`config.mk`:
```
export PLATFORM = sky130hd
export DESIGN_NAME = hazard_control
export DESIGN_NICKNAME = d
export VERILOG_FILES = /design/src/rtl/hazard_control.sv
export SDC_FILE = /design/constraint.sdc
export NUM_CORES = 1
export LEC_CHECK = 0
export CORE_MARGIN = 4
export CORE_UTILIZATION = 49
export CTS_CLUSTER_DIAMETER = 100
export DETAILED_ROUTE_END_ITERATION = 16
export GPL_TIMING_DRIVEN = 0
export MAX_ROUTING_LAYER = met4
export PLACE_DENSITY = 0.81
export SYNTH_ARGS = -nofsm -noshare
export SYNTH_HDL_FRONTEND = slang
export SYNTH_SLANG_ARGS = --single-unit
```
`constraint.sdc`:
```
create_clock -name aclk -period 1.55 [get_ports aclk]
set_input_delay 0.31 -clock aclk [delete_from_list [all_inputs] [get_ports aclk]]
set_output_delay 0.31 -clock aclk [all_outputs]
set_load 0.02 [all_outputs]
```
`src/rtl/hazard_control.sv`:
```
// hazard_control: execute-stage hazard sequencer.
// Tracks the destinations of the instructions in EX, MM and WB, produces
// bypass selects for decode's rs1/rs2, raises load-use stalls and flushes the
// front end after a taken branch/jump resolved in execute.
// Build option HAZARD_FORWARD_EN: when defined, results are bypassed and only
// a load sitting in EX stalls; when undefined, no bypassing happens and any
// in-flight producer of a used source stalls decode until it leaves WB.
module hazard_control #(
  parameter int REG_W        = 5,
  parameter int FLUSH_CYCLES = 2
) (
  input  logic             aclk,
  input  logic             areset,
  input  logic             adv,
  input  logic             id_valid,
  input  logic [REG_W-1:0] id_rs1,
  input  logic [REG_W-1:0] id_rs2,
  input  logic             id_use_rs1,
  input  logic             id_use_rs2,
  input  logic [REG_W-1:0] id_rd,
  input  logic             id_wr,
  input  logic             id_load,
  input  logic             ex_branch,
  output logic             stall,
  output logic             flush,
  output logic [1:0]       fwd_rs1,
  output logic [1:0]       fwd_rs2
);

  // Remaining-flush counter; FLUSH_CYCLES is limited to 1..4.
  localparam int CNT_W = 3;
  localparam logic [CNT_W-1:0] FLUSH_LOAD = CNT_W'(FLUSH_CYCLES - 1);

  typedef struct packed {
    logic             v;
    logic [REG_W-1:0] rd;
    logic             load;
  } sb_entry_t;

  typedef enum logic [0:0] {
    ST_RUN   = 1'b0,
    ST_FLUSH = 1'b1
  } state_t;

  sb_entry_t        ex_q, ex_d;
  sb_entry_t        mm_q, mm_d;
  sb_entry_t        wb_q, wb_d;
  state_t           state_q, state_d;
  logic [CNT_W-1:0] count_q, count_d;

  logic branch_take;
  logic hazard;
  logic rs1_hit_ex, rs1_hit_mm, rs1_hit_wb;
  logic rs2_hit_ex, rs2_hit_mm, rs2_hit_wb;

  // The load flag of the oldest entry has no consumer: a load leaving WB can
  // no longer cause a hazard.
  logic unused_wb_load;
  assign unused_wb_load = wb_q.load;

  // A scoreboard entry matches only when valid; x0 entries are never valid.
  function automatic logic match(input sb_entry_t e, input logic [REG_W-1:0] r);
    return e.v && (e.rd == r);
  endfunction

  // Per-source hit flags, already qualified by the source's use flag.
  always_comb begin
    rs1_hit_ex = id_use_rs1 & match(ex_q, id_rs1);
    rs1_hit_mm = id_use_rs1 & match(mm_q, id_rs1);
    rs1_hit_wb = id_use_rs1 & match(wb_q, id_rs1);
    rs2_hit_ex = id_use_rs2 & match(ex_q, id_rs2);
    rs2_hit_mm = id_use_rs2 & match(mm_q, id_rs2);
    rs2_hit_wb = id_use_rs2 & match(wb_q, id_rs2);
  end

  // Bypass selects and raw hazard detection for the selected build option.
  always_comb begin
    fwd_rs1 = 2'd0;
    fwd_rs2 = 2'd0;
    hazard  = 1'b0;
`ifdef HAZARD_FORWARD_EN
    // Youngest producer wins: EX, then MM, then WB.
    if (rs1_hit_ex)      fwd_rs1 = 2'd1;
    else if (rs1_hit_mm) fwd_rs1 = 2'd2;
    else if (rs1_hit_wb) fwd_rs1 = 2'd3;
    if (rs2_hit_ex)      fwd_rs2 = 2'd1;
    else if (rs2_hit_mm) fwd_rs2 = 2'd2;
    else if (rs2_hit_wb) fwd_rs2 = 2'd3;
    // Only a load in EX cannot be bypassed in time.
    hazard = id_valid & ex_q.load & (rs1_hit_ex | rs2_hit_ex);
`else
    // Without bypassing, wait for every in-flight producer to retire.
    hazard = id_valid & (rs1_hit_ex | rs1_hit_mm | rs1_hit_wb |
                         rs2_hit_ex | rs2_hit_mm | rs2_hit_wb);
`endif
  end

  // Flush starts in the cycle the taken branch advances out of execute and
  // continues while in FLUSH; a flush always suppresses the stall.
  always_comb begin
    branch_take = ex_branch & adv & (state_q == ST_RUN);
    flush       = (state_q == ST_FLUSH) | branch_take;
    stall       = hazard & ~flush;
  end

  // Flush FSM next state: count holds the flush cycles still owed in FLUSH.
  always_comb begin
    state_d = state_q;
    count_d = count_q;
    case (state_q)
      ST_RUN: begin
        if (branch_take && (FLUSH_CYCLES > 1)) begin
          state_d = ST_FLUSH;
          count_d = FLUSH_LOAD;
        end
      end
      ST_FLUSH: begin
        if (adv) begin
          if (count_q <= CNT_W'(1)) begin
            state_d = ST_RUN;
            count_d = '0;
          end else begin
            count_d = count_q - CNT_W'(1);
          end
        end
      end
      default: begin
        state_d = ST_RUN;
        count_d = '0;
      end
    endcase
  end

  // Scoreboard shift: entries move one stage per advance; stalled, flushed,
  // non-writing and x0-writing instructions enter EX as bubbles.
  always_comb begin
    ex_d = ex_q;
    mm_d = mm_q;
    wb_d = wb_q;
    if (adv) begin
      wb_d      = mm_q;
      mm_d      = ex_q;
      ex_d.v    = id_valid & id_wr & ~stall & ~flush & (id_rd != '0);
      ex_d.rd   = id_rd;
      ex_d.load = id_load & ex_d.v;
    end
  end

  // State registers with asynchronous reset to an empty, running pipeline.
  always_ff @(posedge aclk or posedge areset) begin
    if (areset) begin
      ex_q    <= '0;
      mm_q    <= '0;
      wb_q    <= '0;
      state_q <= ST_RUN;
      count_q <= '0;
    end else begin
      ex_q    <= ex_d;
      mm_q    <= mm_d;
      wb_q    <= wb_d;
      state_q <= state_d;
      count_q <= count_d;
    end
  end

endmodule

```
### After elaboration in Yosys (flattened, before gate mapping)

Cells that the tools add are included.

* flip-flop bits (word level): 22
* input bits: 24
* logic and storage cells: 57
* output and inout port bits: 6

* order comparisons: 1
* $add $sub $neg: 1
* eq/ne operators: 8
* reductions and logical operators: 8
* bitwise logic cells: 23
* muxes and demuxes: 8

Operator list (count)
* 5-bit equality test: 6
* 1-bit bitwise AND: 14
* 3-bit two-way mux: 3
* 1-bit logical AND: 6
* 1-bit OR: 6
* 3-bit one-hot mux with 2 select lines: 1
* 5-bit nonzero test: 1
* 2-bit != test (second input constant): 2
* 3-bit by 1-bit <= comparator with 1-bit output (second input constant): 1
* 1-bit two-way mux: 3
* 1-bit NOT: 3
* 3-bit by 1-bit subtractor with 3-bit output (second input constant): 1
* 1-bit one-hot mux with 2 select lines: 1
* 2-bit AND reduction: 1

### Depth between registers and ports, before layout

* depth after elaboration: 14
* mapped depth: 6

### Worst setup path before layout

OpenSTA, ideal clock, no wires.

* path kind: register to output
* start: reg ex_q[2] (netlist bit)
* end: out stall
* slack: 55 ps
* stages on the path, launching flop included: 6
* required time: 1240 ps
* arrival: 1185 ps
* cells stage by stage: dfrtp_1 -> xnor2_1 -> nand4_1 -> o22ai_1 -> nor3_2 -> nor2_1

* word-level cells in the longest chain between the ends: 10
* elaborated cells on any way between the ends: 13
* those cells by class: 2 x eq/ne; 9 x bitwise; 2 x reduce/logical

Ends and longest elaborated chain
* from (decl): RTL line 45 `sb_entry_t ex_q, ex_d;`
* from (signal assigned): RTL line 152 `ex_q <= '0;`
* from (signal assigned): RTL line 158 `ex_q <= ex_d;`
* 5-bit equality test: RTL line 63 `return e.v && (e.rd == r);`
* 1-bit logical AND: RTL line 63
* 1-bit bitwise AND: RTL line 68 `rs1_hit_ex = id_use_rs1 & match(ex_q, id_rs1);`
* 1-bit OR (2 in a row): RTL line 93 `hazard = id_valid & (rs1_hit_ex | rs1_hit_mm | rs1_hit_wb |`
* 1-bit OR (*): RTL line 93
* 1-bit OR (*) (2 in a row): RTL line 94 `rs2_hit_ex | rs2_hit_mm | rs2_hit_wb);`
* 1-bit bitwise AND (*): RTL line 93
* 1-bit bitwise AND (*): RTL line 103 `stall = hazard & ~flush;`
* to (decl): RTL line 24 `output logic stall,`

Mark *: on every way between the ends. The rest lies on a longest branch, timed or not.

### Final worst setup path

* start: reg wb_q[5] (netlist bit)
* end: out stall

* word-level cells in the longest chain between the ends: 9
* elaborated cells on any way between the ends: 12
* those cells by class: 2 x eq/ne; 8 x bitwise; 2 x reduce/logical

Ends and longest elaborated chain
* from (decl): RTL line 47 `sb_entry_t wb_q, wb_d;`
* from (signal assigned): RTL line 160 `wb_q <= wb_d;`
* 5-bit equality test: RTL line 63
* 1-bit logical AND: RTL line 63
* 1-bit bitwise AND: RTL line 70 `rs1_hit_wb = id_use_rs1 & match(wb_q, id_rs1);`
* 1-bit OR (2 in a row): RTL line 93
* 1-bit OR: RTL line 94
* 1-bit OR (*): RTL line 94
* 1-bit bitwise AND (*): RTL line 93
* 1-bit bitwise AND (*): RTL line 103

Marks and branches as above.

==> qor.yml <==
cts_root_buf: "clkbuf_4"
slew_headroom_pct: 43.49
yosysMostFrequentCell: "xnor2_1"
routed-via-count: 1010
clkSinkCount: 22
netlist_area_mm2: 0.001308
ys.warnings.count: 0
synth_seq_cells: 22
drive_gt1_share_pct: 27.74
fp.dieH_um: 59.66
drc: 0
start_util_pct: 52.30
postLayoutCoreUtil_pct: 67.42
wire_per_inst_um: 15.83
viasPerCell: 5.459
powerDensity_mw_per_mm2: 1139
hp-class: "in -> reg"
io_pins: 30
leakagePower_nw: 0.6853
final_area_mm2: 0.001685
routabilityCongestion: 0.8229
crit_required_ns: 1.24
clk_pin_slew_ns: 0.13
synth_cells: 123
drt_pass1_iterations: 4
synth_cell_types: 23
clock_skew_ns: 0.007915
syn2layout_area_growth_pct: 28.90
cts_tree: "yes"
fill_cells: 190
avgSynthCellArea_um2: 10.63
holdBufCountCts: 0
grt_use_total_pct: 18.79
numCtsBuffers: 3
tns_ns: -0.3600
nNetsFinal: 182
vdd_drop_max_uv: 837.6
dp_hpwl_um: 2169
antenna_found_initial: 0
fp-row-count: 18
clk_path_buf_depth: 2
seqCellArea_um2: 555.5
finalWorstPathRequiredPeriod_ns: 1.910
max_clock_freq_ghz: 0.5236
worst_pin_slew_ns: 0.8467
crit_path_start_kind: "flip-flop"
die-area_mm2: 0.003559
dpl_cell_area_mm2: 0.001587
clk_latency_ns: 0.32
htree_num_levels: 1
synthArstFlopShare_pct: 100.0
diodes: 0
core_area_mm2: 0.002500
wirelength_um: 2929
worstSetupPathType: "reg -> out"
ys_top_cells_by_area: "dfrtp_1 (42%), xnor2_1 (20%), mux2_2 (15%), nand4_1 (2.9%), nand3_1 (2.7%)"
violations: "negative setup slack"
cp_max_fo: 3
dp.cells: 179
synthFlopType: "dfrtp_1"
setup_viol: 1
synth_commonest_cells: "xnor2_1 (30), dfrtp_1 (22), mux2_2 (17), nand3_1 (7)"
synth_top_area_share_pct: 42.11
multiInputGateArea_um2: 748.2
antenna_left: 0
hold_violations: 0
setup_ws_ns: -0.3600
fin_cells: 185
total_power_mw: 1.920
synth_seq_area_share_pct: 42.11
grt_pass1_vias: 1062
grt_pass1_wl_um: 4830
drt_first_iter_violations: 44
die_x_um: 59.66
drv_cap: 0
arrival_ns: 1.60
synth_edf_count: 0
synth_area_leader_cell: "dfrtp_1"
grt_max_degree: 23
port_buffers: 23
gr-total-overflow: 0
period_share_pct: 123.2
endpoint_kind: "output port"
drv_slew: 0
rsz0062_at_grt: "yes"
status: "finished, violations left"
[area by class of cell]
cell class | count | share of cell area [%]
plain buffers | 7 | 2.598
well taps | 30 | 2.227
clock buffers | 3 | 1.336
flip-flops and latches | 22 | 32.96
repair buffers | 25 | 13.36
inverters | 6 | 1.336
multi-input cells | 91 | 44.39
clock inverters | 1 | 1.782
[metrics by stage]
stage          hold WS [ns]  setup WS, ns
6_report             0.4306       -0.3600
5_1_grt              0.4269       -0.4624
4_1_cts              0.4191       -0.3524
3_5_place_dp         0.4753       -0.8917
3_3_place_gp         0.4596       -0.8703
2_1_floorplan        0.2992       0.05542
[worst paths after layout]
| kind | start | slack, ns | endpoint | cells after the start |
|---|---|---|---|---|
| min in group asynchronous | areset | 0.45 | ex_q[4] | 2 |
| setup reg to reg | wb_q[2] | 0.22 | ex_q[6] | 5 |
| max in group asynchronous | areset | 0.53 | ex_q[2] | 2 |
| hold reg to reg | count_q[1] | 0.51 | count_q[1] | 2 |
| hold / removal | adv | 0.43 | mm_q[1] | 2 |
| setup / recovery | wb_q[5] | -0.36 | stall | 6 |
[layout by cell type (no fill, tap or decap), types with 2 or more instances in the layout]
cell / instances
dlygate4sd2_1: 10
mux2_2: 17
clkbuf_4: 3
buf_4: 7
clkdlybuf4s50_1: 11
nor2_1: 4
xnor2_1: 26
ha_1: 2
nand4_1: 6
conb_1: 4
o22ai_2: 2
xnor2_2: 4
inv_1: 6
buf_2: 3
dfrtp_1: 18
nand2_1: 6
nand3_1: 7
o21ai_0: 3
dfrtp_2: 4
[routing by layer]
layer | wire length [µm] | GRT usage [%]
met1 | 1213 | 21.53
met2 | 1497 | 31.79
met3 | 172 | 5.400
met4 | 46 | 5.380
met5 | 0 | -
[registers in the layout, indices dropped and copies added (netlist names)]
register  cells
count_q       3
state_q       1
mm_q          6
wb_q          6
ex_q          6
[cell families after synthesis]
family,synth area share (%)
fa+ha+maj,1.914
xor+xnor,20.10
flops,42.11
other cells,0.2868
compound gates,5.742
buf+inv,5.071
simple gates,10.14
mux,14.64
[where the power goes]
part           total [mW]  switching [mW]  internal [mW]  leakage [nW]
Clock               0.449           0.188          0.262        0.0279
Combinational       0.647           0.307          0.339         0.395
Sequential          0.824           0.129          0.695         0.263
Total                1.92           0.624           1.30         0.685
[what timing repair did]
action / in CTS / in global routing
gates cloned: 0 / 0
pin swaps: 11 / 1
setup endpoints to repair: 2 / 1
resized for setup: 24 / 6
setup buffers: 2 / 0
[critical path, stage by stage, from the launching register on]
cell and delay, ns:
dfrtp_1 0.46, xnor2_1 0.14, nand4_1 0.11, o22ai_2 0.10, nor3_2 0.25, nor2_1 0.07
buf_4 0.16
Power figures use the tool's default switching activity.
